<file path="src/rtl/cfs_fifo_mc_pkg.sv">
`default_nettype none
// ============================================================================
// Module      : cfs_fifo_mc_pkg
// Description : Shared constants and helpers for the multi-channel FIFO.
//               MIN_DEPTH / MIN_CHANNELS bound the legal parameter space,
//               STATS_CNT_WIDTH sizes the optional drop counter, and
//               lvl_offset() locates a channel's slice in the flat chan_lvl.
// Revision    : 1.0 - initial release
// ============================================================================
package cfs_fifo_mc_pkg;

   localparam int MIN_DEPTH       = 2;
   localparam int MIN_CHANNELS    = 2;
   localparam int STATS_CNT_WIDTH = 16;

   // Bit offset of channel 'chan' inside the flattened level bus.
   function automatic int lvl_offset(input int chan, input int cnt_width);
      return chan * (cnt_width + 1);
   endfunction

endpackage
`default_nettype wire

</file>
<file path="src/rtl/cfs_rr_arbiter.sv">
`default_nettype none
// ============================================================================
// Module      : cfs_rr_arbiter
// Description : Round-robin arbiter with grant lock. While idle it grants
//               the first requester after the last accepted grant (with
//               wrap). 'hold' freezes the current grant for the next cycle,
//               'advance' records the grant as served and unlocks.
// Ports       : clk, reset_n       - clock, async active-low reset
//               req[N]             - request vector
//               hold, advance      - lock current grant / consume it
//               grant[N]           - one-hot grant
//               grant_idx          - binary grant index
//               grant_valid        - a grant is being presented
// Revision    : 1.0 - initial release
// ============================================================================
module cfs_rr_arbiter #(
   parameter  int N  = 4,
   localparam int IW = $clog2(N)
) (
   input  logic          clk,
   input  logic          reset_n,
   input  logic [N-1:0]  req,
   input  logic          hold,
   input  logic          advance,
   output logic [N-1:0]  grant,
   output logic [IW-1:0] grant_idx,
   output logic          grant_valid
);

   localparam logic [0:0] C_ST_IDLE   = 1'b0;
   localparam logic [0:0] C_ST_LOCKED = 1'b1;

   logic [0:0]    r_state;
   logic [IW-1:0] r_lock_idx;
   logic [IW-1:0] r_last;
   logic [IW-1:0] w_rr_idx;
   logic [IW-1:0] w_cand;
   logic          w_rr_found;

   // Search starts one past the last served channel so every requester is
   // reached within N grants.
   always_comb begin
      w_rr_idx   = '0;
      w_rr_found = 1'b0;
      w_cand     = '0;
      for (int i = 1; i <= N; i++) begin
         w_cand = IW'((int'(r_last) + i) % N);
         if (!w_rr_found && req[w_cand]) begin
            w_rr_found = 1'b1;
            w_rr_idx   = w_cand;
         end
      end
   end

   assign grant_idx   = (r_state == C_ST_LOCKED) ? r_lock_idx : w_rr_idx;
   assign grant_valid = (r_state == C_ST_LOCKED) || w_rr_found;

   always_comb begin
      grant = '0;
      for (int i = 0; i < N; i++) begin
         grant[i] = grant_valid && (grant_idx == IW'(i));
      end
   end

   always_ff @(posedge clk or negedge reset_n) begin
      if (!reset_n) begin
         r_state    <= C_ST_IDLE;
         r_lock_idx <= '0;
         r_last     <= IW'(N - 1);
      end else if (advance) begin
         r_last  <= grant_idx;
         r_state <= C_ST_IDLE;
      end else if (hold) begin
         r_lock_idx <= grant_idx;
         r_state    <= C_ST_LOCKED;
      end else begin
         r_state <= C_ST_IDLE;
      end
   end

endmodule
`default_nettype wire

</file>
<file path="src/rtl/cfs_fifo_mc.sv">
`default_nettype none
// ============================================================================
// Module      : cfs_fifo_mc
// Description : Single-clock multi-channel FIFO. NUM_CHANNELS queues share
//               one storage array; one tagged push port, one round-robin
//               arbitrated pop port, per-channel flush and status flags.
// Ports       : clk, reset_n            - clock, async active-low reset
//               push_valid/chan/data/ready - tagged push handshake
//               pop_valid/chan/data/ready  - arbitrated pop handshake
//               flush[NUM_CHANNELS]    - per-channel synchronous clear
//               chan_lvl               - flattened per-channel levels
//               chan_full/empty/afull  - per-channel flags
// Option      : CFS_FIFO_MC_STATS_EN adds stats_clr input and the 16-bit
//               saturating push_drop_cnt output (refused push cycles).
// Revision    : 1.0 - initial release
// ============================================================================
module cfs_fifo_mc
   import cfs_fifo_mc_pkg::*;
#(
   parameter  int DATA_WIDTH   = 32,
   parameter  int FIFO_DEPTH   = 8,
   parameter  int NUM_CHANNELS = 4,
   parameter  int AFULL_LVL    = FIFO_DEPTH - 2,
   localparam int CNT_WIDTH    = $clog2(FIFO_DEPTH),
   localparam int CH_WIDTH     = $clog2(NUM_CHANNELS)
) (
   input  logic                                  clk,
   input  logic                                  reset_n,
   input  logic                                  push_valid,
   input  logic [CH_WIDTH-1:0]                   push_chan,
   input  logic [DATA_WIDTH-1:0]                 push_data,
   output logic                                  push_ready,
   output logic                                  pop_valid,
   output logic [CH_WIDTH-1:0]                   pop_chan,
   output logic [DATA_WIDTH-1:0]                 pop_data,
   input  logic                                  pop_ready,
   input  logic [NUM_CHANNELS-1:0]               flush,
   output logic [NUM_CHANNELS*(CNT_WIDTH+1)-1:0] chan_lvl,
   output logic [NUM_CHANNELS-1:0]               chan_full,
   output logic [NUM_CHANNELS-1:0]               chan_empty,
   output logic [NUM_CHANNELS-1:0]               chan_afull
`ifdef CFS_FIFO_MC_STATS_EN
   ,
   input  logic                                  stats_clr,
   output logic [STATS_CNT_WIDTH-1:0]            push_drop_cnt
`endif
);

   localparam int AW = $clog2(NUM_CHANNELS * FIFO_DEPTH);

   if (FIFO_DEPTH < MIN_DEPTH || (FIFO_DEPTH & (FIFO_DEPTH - 1)) != 0) begin : g_chk_depth
      $error("cfs_fifo_mc: FIFO_DEPTH must be a power of two >= 2");
   end
   if (NUM_CHANNELS < MIN_CHANNELS) begin : g_chk_chan
      $error("cfs_fifo_mc: NUM_CHANNELS must be >= 2");
   end
   if (AFULL_LVL < 1 || AFULL_LVL > FIFO_DEPTH) begin : g_chk_afull
      $error("cfs_fifo_mc: AFULL_LVL out of range");
   end

   logic [DATA_WIDTH-1:0]   r_mem    [NUM_CHANNELS*FIFO_DEPTH];
   logic [CNT_WIDTH-1:0]    r_wr_ptr [NUM_CHANNELS];
   logic [CNT_WIDTH-1:0]    r_rd_ptr [NUM_CHANNELS];
   logic [CNT_WIDTH:0]      r_lvl    [NUM_CHANNELS];

   logic [NUM_CHANNELS-1:0] w_push_acc;
   logic [NUM_CHANNELS-1:0] w_pop_acc;
   logic [NUM_CHANNELS-1:0] w_gnt_oh;
   logic [CH_WIDTH-1:0]     w_gnt_idx;
   logic                    w_gnt_valid;
   logic                    w_flush_gnt;
   logic                    w_push_fire;
   logic [AW-1:0]           w_wr_addr;
   logic [AW-1:0]           w_rd_addr;

   // Only an in-range channel can raise push_ready, so an out-of-range
   // push_chan is never accepted.
   always_comb begin
      push_ready = 1'b0;
      w_push_acc = '0;
      for (int c = 0; c < NUM_CHANNELS; c++) begin
         if (push_chan == CH_WIDTH'(c)) begin
            push_ready    = !chan_full[c] && !flush[c];
            w_push_acc[c] = push_valid && !chan_full[c] && !flush[c];
         end
      end
   end

   assign w_push_fire = |w_push_acc;
   assign w_wr_addr   = AW'(int'(push_chan) * FIFO_DEPTH + int'(r_wr_ptr[push_chan]));
   assign w_rd_addr   = AW'(int'(w_gnt_idx) * FIFO_DEPTH + int'(r_rd_ptr[w_gnt_idx]));

   // A flush on the granted channel withdraws the offer: neither lock nor
   // record it as served.
   assign w_flush_gnt = |(flush & w_gnt_oh);
   assign w_pop_acc   = (pop_valid && pop_ready) ? (w_gnt_oh & ~flush) : '0;

   cfs_rr_arbiter #(
      .N (NUM_CHANNELS)
   ) u_arb (
      .clk         (clk),
      .reset_n     (reset_n),
      .req         (~chan_empty),
      .hold        (pop_valid && !pop_ready && !w_flush_gnt),
      .advance     (pop_valid && pop_ready && !w_flush_gnt),
      .grant       (w_gnt_oh),
      .grant_idx   (w_gnt_idx),
      .grant_valid (w_gnt_valid)
   );

   assign pop_valid = w_gnt_valid;
   assign pop_chan  = w_gnt_idx;
   assign pop_data  = r_mem[w_rd_addr];

   always_ff @(posedge clk) begin
      if (w_push_fire) begin
         r_mem[w_wr_addr] <= push_data;
      end
   end

   always_ff @(posedge clk or negedge reset_n) begin
      if (!reset_n) begin
         for (int c = 0; c < NUM_CHANNELS; c++) begin
            r_wr_ptr[c] <= '0;
            r_rd_ptr[c] <= '0;
            r_lvl[c]    <= '0;
         end
      end else begin
         for (int c = 0; c < NUM_CHANNELS; c++) begin
            if (flush[c]) begin
               r_wr_ptr[c] <= '0;
               r_rd_ptr[c] <= '0;
               r_lvl[c]    <= '0;
            end else begin
               if (w_push_acc[c]) r_wr_ptr[c] <= r_wr_ptr[c] + 1'b1;
               if (w_pop_acc[c])  r_rd_ptr[c] <= r_rd_ptr[c] + 1'b1;
               if (w_push_acc[c] && !w_pop_acc[c]) begin
                  r_lvl[c] <= r_lvl[c] + 1'b1;
               end else if (!w_push_acc[c] && w_pop_acc[c]) begin
                  r_lvl[c] <= r_lvl[c] - 1'b1;
               end
            end
         end
      end
   end

   for (genvar i = 0; i < NUM_CHANNELS; i++) begin : g_flags
      assign chan_lvl[lvl_offset(i, CNT_WIDTH) +: CNT_WIDTH+1] = r_lvl[i];
      assign chan_full[i]  = (r_lvl[i] == (CNT_WIDTH+1)'(FIFO_DEPTH));
      assign chan_empty[i] = (r_lvl[i] == '0);
      assign chan_afull[i] = (r_lvl[i] >= (CNT_WIDTH+1)'(AFULL_LVL));
   end

`ifdef CFS_FIFO_MC_STATS_EN
   always_ff @(posedge clk or negedge reset_n) begin
      if (!reset_n) begin
         push_drop_cnt <= '0;
      end else if (stats_clr) begin
         push_drop_cnt <= '0;
      end else if (push_valid && !push_ready && (push_drop_cnt != '1)) begin
         push_drop_cnt <= push_drop_cnt + 1'b1;
      end
   end
`endif

endmodule
`default_nettype wire

</file>
<file path="config.mk">
export PLATFORM = sky130hd
export DESIGN_NAME = cfs_fifo_mc
export DESIGN_NICKNAME = d
export VERILOG_FILES = /design/src/rtl/cfs_fifo_mc_pkg.sv /design/src/rtl/cfs_rr_arbiter.sv /design/src/rtl/cfs_fifo_mc.sv
export SDC_FILE = /design/constraint.sdc
export NUM_CORES = 2
export LEC_CHECK = 0
export BUFFER_PORTS_ARGS = -buffer_cell sky130_fd_sc_hd__buf_4
export CAP_MARGIN = 20
export CORE_ASPECT_RATIO = 1.2
export CORE_UTILIZATION = 55
export CTS_CLUSTER_SIZE = 8
export DETAILED_ROUTE_END_ITERATION = 8
export PLACE_DENSITY = 0.71
export SYNTH_ARGS = -nofsm -noshare
export SYNTH_HDL_FRONTEND = slang
export SYNTH_SLANG_ARGS = --single-unit
export TNS_END_PERCENT = 10
</file>
<file path="constraint.sdc">
create_clock -name clk -period 4.9 [get_ports clk]
set_clock_uncertainty 0.15 [all_clocks]
set_input_delay 0.735 -clock clk [delete_from_list [all_inputs] [get_ports clk]]
set_output_delay 0.735 -clock clk [all_outputs]
set_load 0.02 [all_outputs]
</file>
Word-level counts from Yosys, hierarchy flattened --
Memories as Yosys holds them, arrays and structs flattened. Index checks and enable logic that the tools add are counted. Widths: inputs -> output; s select.
Storage, ports and cells: register bits after elaboration 45, output and inout bits 64, bits in writable memories 1024, memories 1, word-level logic and storage cells 203
Memories:
- r_mem | depth 32, width 32, rd ports 1, clocked after Yosys merged registers in 0, write ports 1, RTL line cfs_fifo_mc.sv:61 | logic [DATA_WIDTH-1:0] r_mem [NUM_CHANNELS*FIFO_DEPTH];
Cells by class: add/subtract/negate cells 22, magnitude comparators 10, equal/unequal tests 10, reductions and logical operators 74, multiplexer cells 64, bitwise gates (word level) 7
Operators by type and width (number):
- $mux 3 | 20
- $mux 4 | 13
- $logic_and 1x1->1 | 31
- $add 3x1->3 const B | 8
- $logic_not 1->1 | 21
- $mux 1 | 20
- $add 4x1->4 const B | 4
- $eq 4x4->1 const B | 4
- $ge 4x3->1 const B | 4
- $logic_not 4->1 | 4
- $reduce_bool 2->1 | 8
- $sub 4x1->4 const B | 4
- $bmux 3 s2 | 2
- $lt 2x3->1 const B | 4
- $reduce_bool 3->1 | 4
- $add 5x3->5 | 2
- $mux 2 | 5
- $and 4x4->4 | 2
- $bmux 1 s2 | 4
- $eq 2x2->1 const B | 4
- $not 4->4 | 2
- $reduce_or 4->1 | 2
- $ge 3x3->1 const B | 2
- $not 2->3 | 2
- other kinds (7) | 11

Longest topological paths before layout --
depth after elaboration 23, mapped depth 18, gate-level depth less buffers 16

By module --
A second synthesis with hierarchy kept.
Second synthesis, totals: cells, all modules 3066, area, all modules 42697.2 um2
By module, submodules not included:
- cfs_fifo_mc | cells each 3012, seq. area each 31750.5 um2, instances 1, area each 42250.5 um2
- cfs_rr_arbiter | cells each 54, seq. area each 127.6 um2, instances 1, area each 446.7 um2

Worst setup path before layout --
Ideal clock, no wire load.
kind register to output, from register r_lvl, in the netlist chan_lvl[8], to output port pop_data[10], stages on the path, launching flop included 15, required time 4.015 ns, setup slack -0.023 ns, arrival 4.038 ns, cells stage by stage dfrtp_1 > clkbuf_1 > nor4_2 > a31oi_1 > a31oi_1 > a31oi_4 > inv_2 > mux4_2 > buf_4 > buf_6 > buf_8 > mux2i_1 > a221oi_1 > nand3_1 > a41oi_1
Between the ends: longest elaborated chain between the ends 21, elaborated cells between the ends (all ways) 30, classes of those cells add/sub: 1; mux: 19; bitwise: 2; reduce/logical: 7; memory: 1
RTL lines:
- start: declaration | RTL line cfs_fifo_mc.sv:64 | logic [CNT_WIDTH:0] r_lvl [NUM_CHANNELS];
- start signal: indexed assignment | RTL line cfs_fifo_mc.sv:138 | r_lvl[c] <= r_lvl[c] + 1'b1;
- start signal: indexed assignment | RTL line cfs_fifo_mc.sv:140 | r_lvl[c] <= r_lvl[c] - 1'b1;
- $logic_not 4->1 (*) | RTL line cfs_fifo_mc.sv:150 | assign chan_empty[i] = (r_lvl[i] == '0);
- via chan_empty[2] | RTL line cfs_fifo_mc.sv:40 | output logic [NUM_CHANNELS-1:0] chan_empty,
- $not 4->4 (*) | RTL line cfs_fifo_mc.sv:103 | .req (~chan_empty),
- $bmux 1 s2 | RTL line cfs_rr_arbiter.sv:48 | if (!w_rr_found && req[w_cand]) begin
- $mux 1 (implied by the code) | RTL line cfs_rr_arbiter.sv:48
- $mux 1 | RTL line cfs_rr_arbiter.sv:48
- $logic_not 1->1 | RTL line cfs_rr_arbiter.sv:48
- $logic_and 1x1->1 | RTL line cfs_rr_arbiter.sv:48
- (+5 left out)
- $logic_and 1x1->1 | RTL line cfs_rr_arbiter.sv:48
- $mux 2 (*) | RTL line cfs_rr_arbiter.sv:48
- $mux 2 (*) | RTL line cfs_rr_arbiter.sv:55 | assign grant_idx = (r_state == C_ST_LOCKED) ? r_lock_idx : w_rr_idx;
- $not 2->3 (implied by the code) | RTL line cfs_fifo_mc.sv:91 | assign w_rd_addr = AW'(int'(w_gnt_idx) * FIFO_DEPTH + int'(r_rd_ptr[w_gnt_idx]));
- $bmux 3 s2 | RTL line cfs_fifo_mc.sv:91
- $mux 3 (implied by the code) (2 in series) | RTL line cfs_fifo_mc.sv:91
- $add 5x3->5 (*) | RTL line cfs_fifo_mc.sv:91
- $mem_v2 32x32 (*)
- end: declaration | RTL line cfs_fifo_mc.sv:35 | output logic [DATA_WIDTH-1:0] pop_data,
Mark *: on every way through the listed nets, which the timed path passes. The rest lies on a longest branch. The select of a mux whose other input is x is not followed.

Final worst setup path --
from register r_lvl, in the netlist chan_lvl[5], to output port pop_data[5]
Between the ends: longest elaborated chain between the ends 21, elaborated cells between the ends (all ways) 30, classes of those cells add/sub: 1; mux: 19; bitwise: 2; reduce/logical: 7; memory: 1
RTL lines (RTL line):
- $logic_not 4->1 (*) | cfs_fifo_mc.sv:150
- $not 4->4 (*) | cfs_fifo_mc.sv:103
- $bmux 1 s2 | cfs_rr_arbiter.sv:48
- $mux 1 (implied by the code) | cfs_rr_arbiter.sv:48
- $mux 1 | cfs_rr_arbiter.sv:48
- $logic_not 1->1 | cfs_rr_arbiter.sv:48
- $logic_and 1x1->1 | cfs_rr_arbiter.sv:48
- $mux 1 | cfs_rr_arbiter.sv:48
- (+4 left out)
- $logic_and 1x1->1 | cfs_rr_arbiter.sv:48
- $mux 2 (*) | cfs_rr_arbiter.sv:48
- $mux 2 (*) | cfs_rr_arbiter.sv:55
- $not 2->3 (implied by the code) | cfs_fifo_mc.sv:91
- $bmux 3 s2 | cfs_fifo_mc.sv:91
- $mux 3 (implied by the code) (2 in series) | cfs_fifo_mc.sv:91
- $add 5x3->5 (*) | cfs_fifo_mc.sv:91
- $mem_v2 32x32 (*)
Every way passes the cells marked *; elsewhere a longest branch is shown, timed or not. The select of a mux whose other input is x is not followed.

==> results.ini <==
[outcome]
status = finished with violations
violations = setup timing

[logic_synthesis]
syn_area_per_cell_um2 = 14.1
synth_ff_type = edfxtp_1
synth_edf_count = 1024
ys_ff_latch = 1069
async_flop_share = 0.0421
yosys_warnings = 0
syn_inst = 3088
synth.area.top_cells = edfxtp_1 70%, nand2_1 5.8%, mux2i_1 3.9%, nand3_1 3.3%, dfrtp_1 2.5%
synth_top_area_frac = 0.705
synth_area_mm2 = 0.0436
synth_cell_types = 53
syn_nets = 3150
yosysTopAreaCell = edfxtp_1
ys_seq_area_frac = 0.731

[power]
leakagePower_uw = 0.0183
irDropWorstVdd_v = 0.000494
power_uw = 32500
p_per_area_mw_per_mm2 = 623
seqPwrFrac = 0.315
swShare = 0.357
switchingPower_uw = 11600
internal-power_uw = 20900
p_clk_frac = 0.282
p_comb_frac = 0.403

[drt]
vias = 28900
drc_errors = 0
drtIter0Drc = 3268
wirelength_um = 123000
wl_per_cell_um = 27.9
ant_nets = 0
dr.pass1.iters = 6
viasPerCell = 6.57

[final_layout]
syn2layout_area_growth_pct = 19.4
stdcell_area_mm2 = 0.0521
drive_gt1_frac = 0.190
fin_nets = 3411

[job]
cap_violations = 0

[place]
port_buffers = 105
gp_congestion = 0.861
place_area_mm2 = 0.0470
hpwl_um = 68200

[timing]
max_freq_ghz = 0.181
timing.final.crit_share = 1.13
setup_slack_ns = -0.638
fin_crit_ns = 5.54
rsz0062_at_grt = yes
worst_pin_slew_ns = 0.963
tns_ns = -17.77
drv_slew = 0
slew_headroom = 0.358
final-setup-viol-count = 32
hold_viol_final = 0

[grt]
grt_max_degree = 94
grt_pass1_wl_um = 182000
first_global_vias = 28900
overflow = 0
grt_usage = 0.307
antenna_found_initial = 1

[setup_path]
required_ns = 4.01
critical_path_class = flop to output port
r2r-start = chan_lvl[14]$_DFFE_PN0P_
r2r_slack_ns = 0.44
worst_setup_path_end_kind = output port
r2r_end = chan_lvl[5]$_DFFE_PN0P_
worstPathArrival_ns = 4.65
path_max_fanout = 22
r2r_cells = 16
crit_start = chan_lvl[5]$_DFFE_PN0P_
crit_path_start_kind = flop

[floorplan]
core_area_mm2 = 0.0782
die_y_um = 311
dieArea_mm2 = 0.0805
rows = 112
start_util = 0.558
top_level_ports = 106
die_w_um = 259

[clock_network]
cts_made_buffers = 151
htreeDepth = 4
cts_tree = done
clk_pin_slew_ns = 0.05
cts_buffer_depth = 3
clock_sinks = 1069
clk_latency_ns = 0.73
clock-root-buffer = clkbuf_16

[min_path]
worstHoldPathCells = 2
hp-start = flush[0]
hold_end = r_rd_ptr[9]$_DFFE_PN0P_
min_path_type = input pin to flop

cell type report:
cell class	instances	area, um2
tap	1026	1280
antenna	1	2.50
timing repair buffer	309	3080
inverter	25	93.8
fill	5194	26100
clock inverter	7	113
multi-input combinational	1793	11700
sequential	1069	31900
clock buffer	167	3960
worst max-delay path, cell delays in order (launching register included):
cell and delay, ns:
dfrtp_1 0.37, or4_1 0.60, buf_4 0.19, inv_1 0.10
nand2_1 0.10, a31oi_4 0.23, inv_2 0.09, mux4_4 0.58
buf_12 0.20, buf_16 0.19, mux2i_1 0.16, a221oi_2 0.45
nand3_1 0.18, a41oi_2 0.27, buf_4 0.18
sequential cells by signal, indices dropped and copies added, names as in the netlist:
signal	cells
r_rd_ptr	12
r_mem	1024
chan_lvl	16
r_wr_ptr	12
u_arb.r_lock_idx	2
u_arb.r_state	1
u_arb.r_last	2
cells by family (layout without fill, tap and decap cells):
group,Yosys count,after routing,synth area share
compound gates,376,376,0.0666
xor+xnor,19,19,0.00381
fa+ha+maj,20,20,0.00642
buf+inv,227,508,0.0243
flops,1069,1069,0.731
mux,188,189,0.0462
other cells,0,1,0
simple gates,1189,1189,0.122
synth_stat cells (32+ instances only):
library cell  number
edfxtp_1        1024
nand2_1          670
nand3_1          292
mux2i_1          172
clkbuf_1         127
nor2_1            71
a31oi_1           68
and3_1            66
a311o_1           63
o21ai_0           46
dfrtp_1           43
buf_2             40
nor4b_1           35
a221oi_1          32
layer usage:
layer | wire length [um] | global-route usage
met1 | 45000 | 0.398
met2 | 58900 | 0.491
met3 | 12500 | 0.0674
met4 | 6140 | 0.153
met5 | 0 | 0
per-stage QoR:
stage	setup slack, ns	util	instances	hold slack, ns
after floorplan	0.00514	-	3088	0.289
after global placement	-0.0659	0.600	4198	0.343
after detailed placement	-0.247	0.600	4199	0.346
after CTS	-0.599	0.664	4393	0.0946
after global routing	-0.764	0.666	4397	0.126
final	-0.638	0.666	4397	0.128
power by group through the flow:
stage	combinational, uW	sequential (uW)	clock (uW)
5_1_grt	13700	10200	9590
3_5_place_dp	11400	10400	0
3_3_place_gp	11200	10400	0
2_1_floorplan	6650	10400	0
4_1_cts	12700	10200	9200
6_report	13100	10200	9150
placed cells by master, fill, tap and decap left out, drive strengths merged, types with 46 or more instances in the layout:
| cell | netlist | final |
|---|---|---|
| nor2 | 71 | 71 |
| o21ai | 46 | 46 |
| and3 | 66 | 66 |
| nand3 | 292 | 292 |
| mux2i | 173 | 173 |
| a311o | 63 | 63 |
| nand2 | 670 | 670 |
| edfxtp | 1024 | 1024 |
| a31oi | 69 | 69 |
| clkbuf | 127 | 167 |
| buf | 75 | 307 |
repair_timing:
item / CTS / global route
hold buffers: 1 / 0
endpoints found under the hold margin: 43 / 0
pin swaps: 33 / 16
resized for setup: 108 / 35
setup endpoints to repair: 32 / 32
gates cloned: 6 / 0
setup buffers: 13 / 3
worst max-delay path by stage:
stage,endpoint,depth (start not counted),slack [ns]
final,pop_data[5],14,-0.64
after global routing,pop_data[16],15,-0.76
after CTS,pop_data[16],14,-0.60
after detailed placement,pop_data[0],13,-0.25
after global placement,pop_data[14],12,-0.07
after floorplan,r_mem[17][0]$_DFFE_PP_,7,0.005
Note: power is estimated with default switching activity, not from simulation.
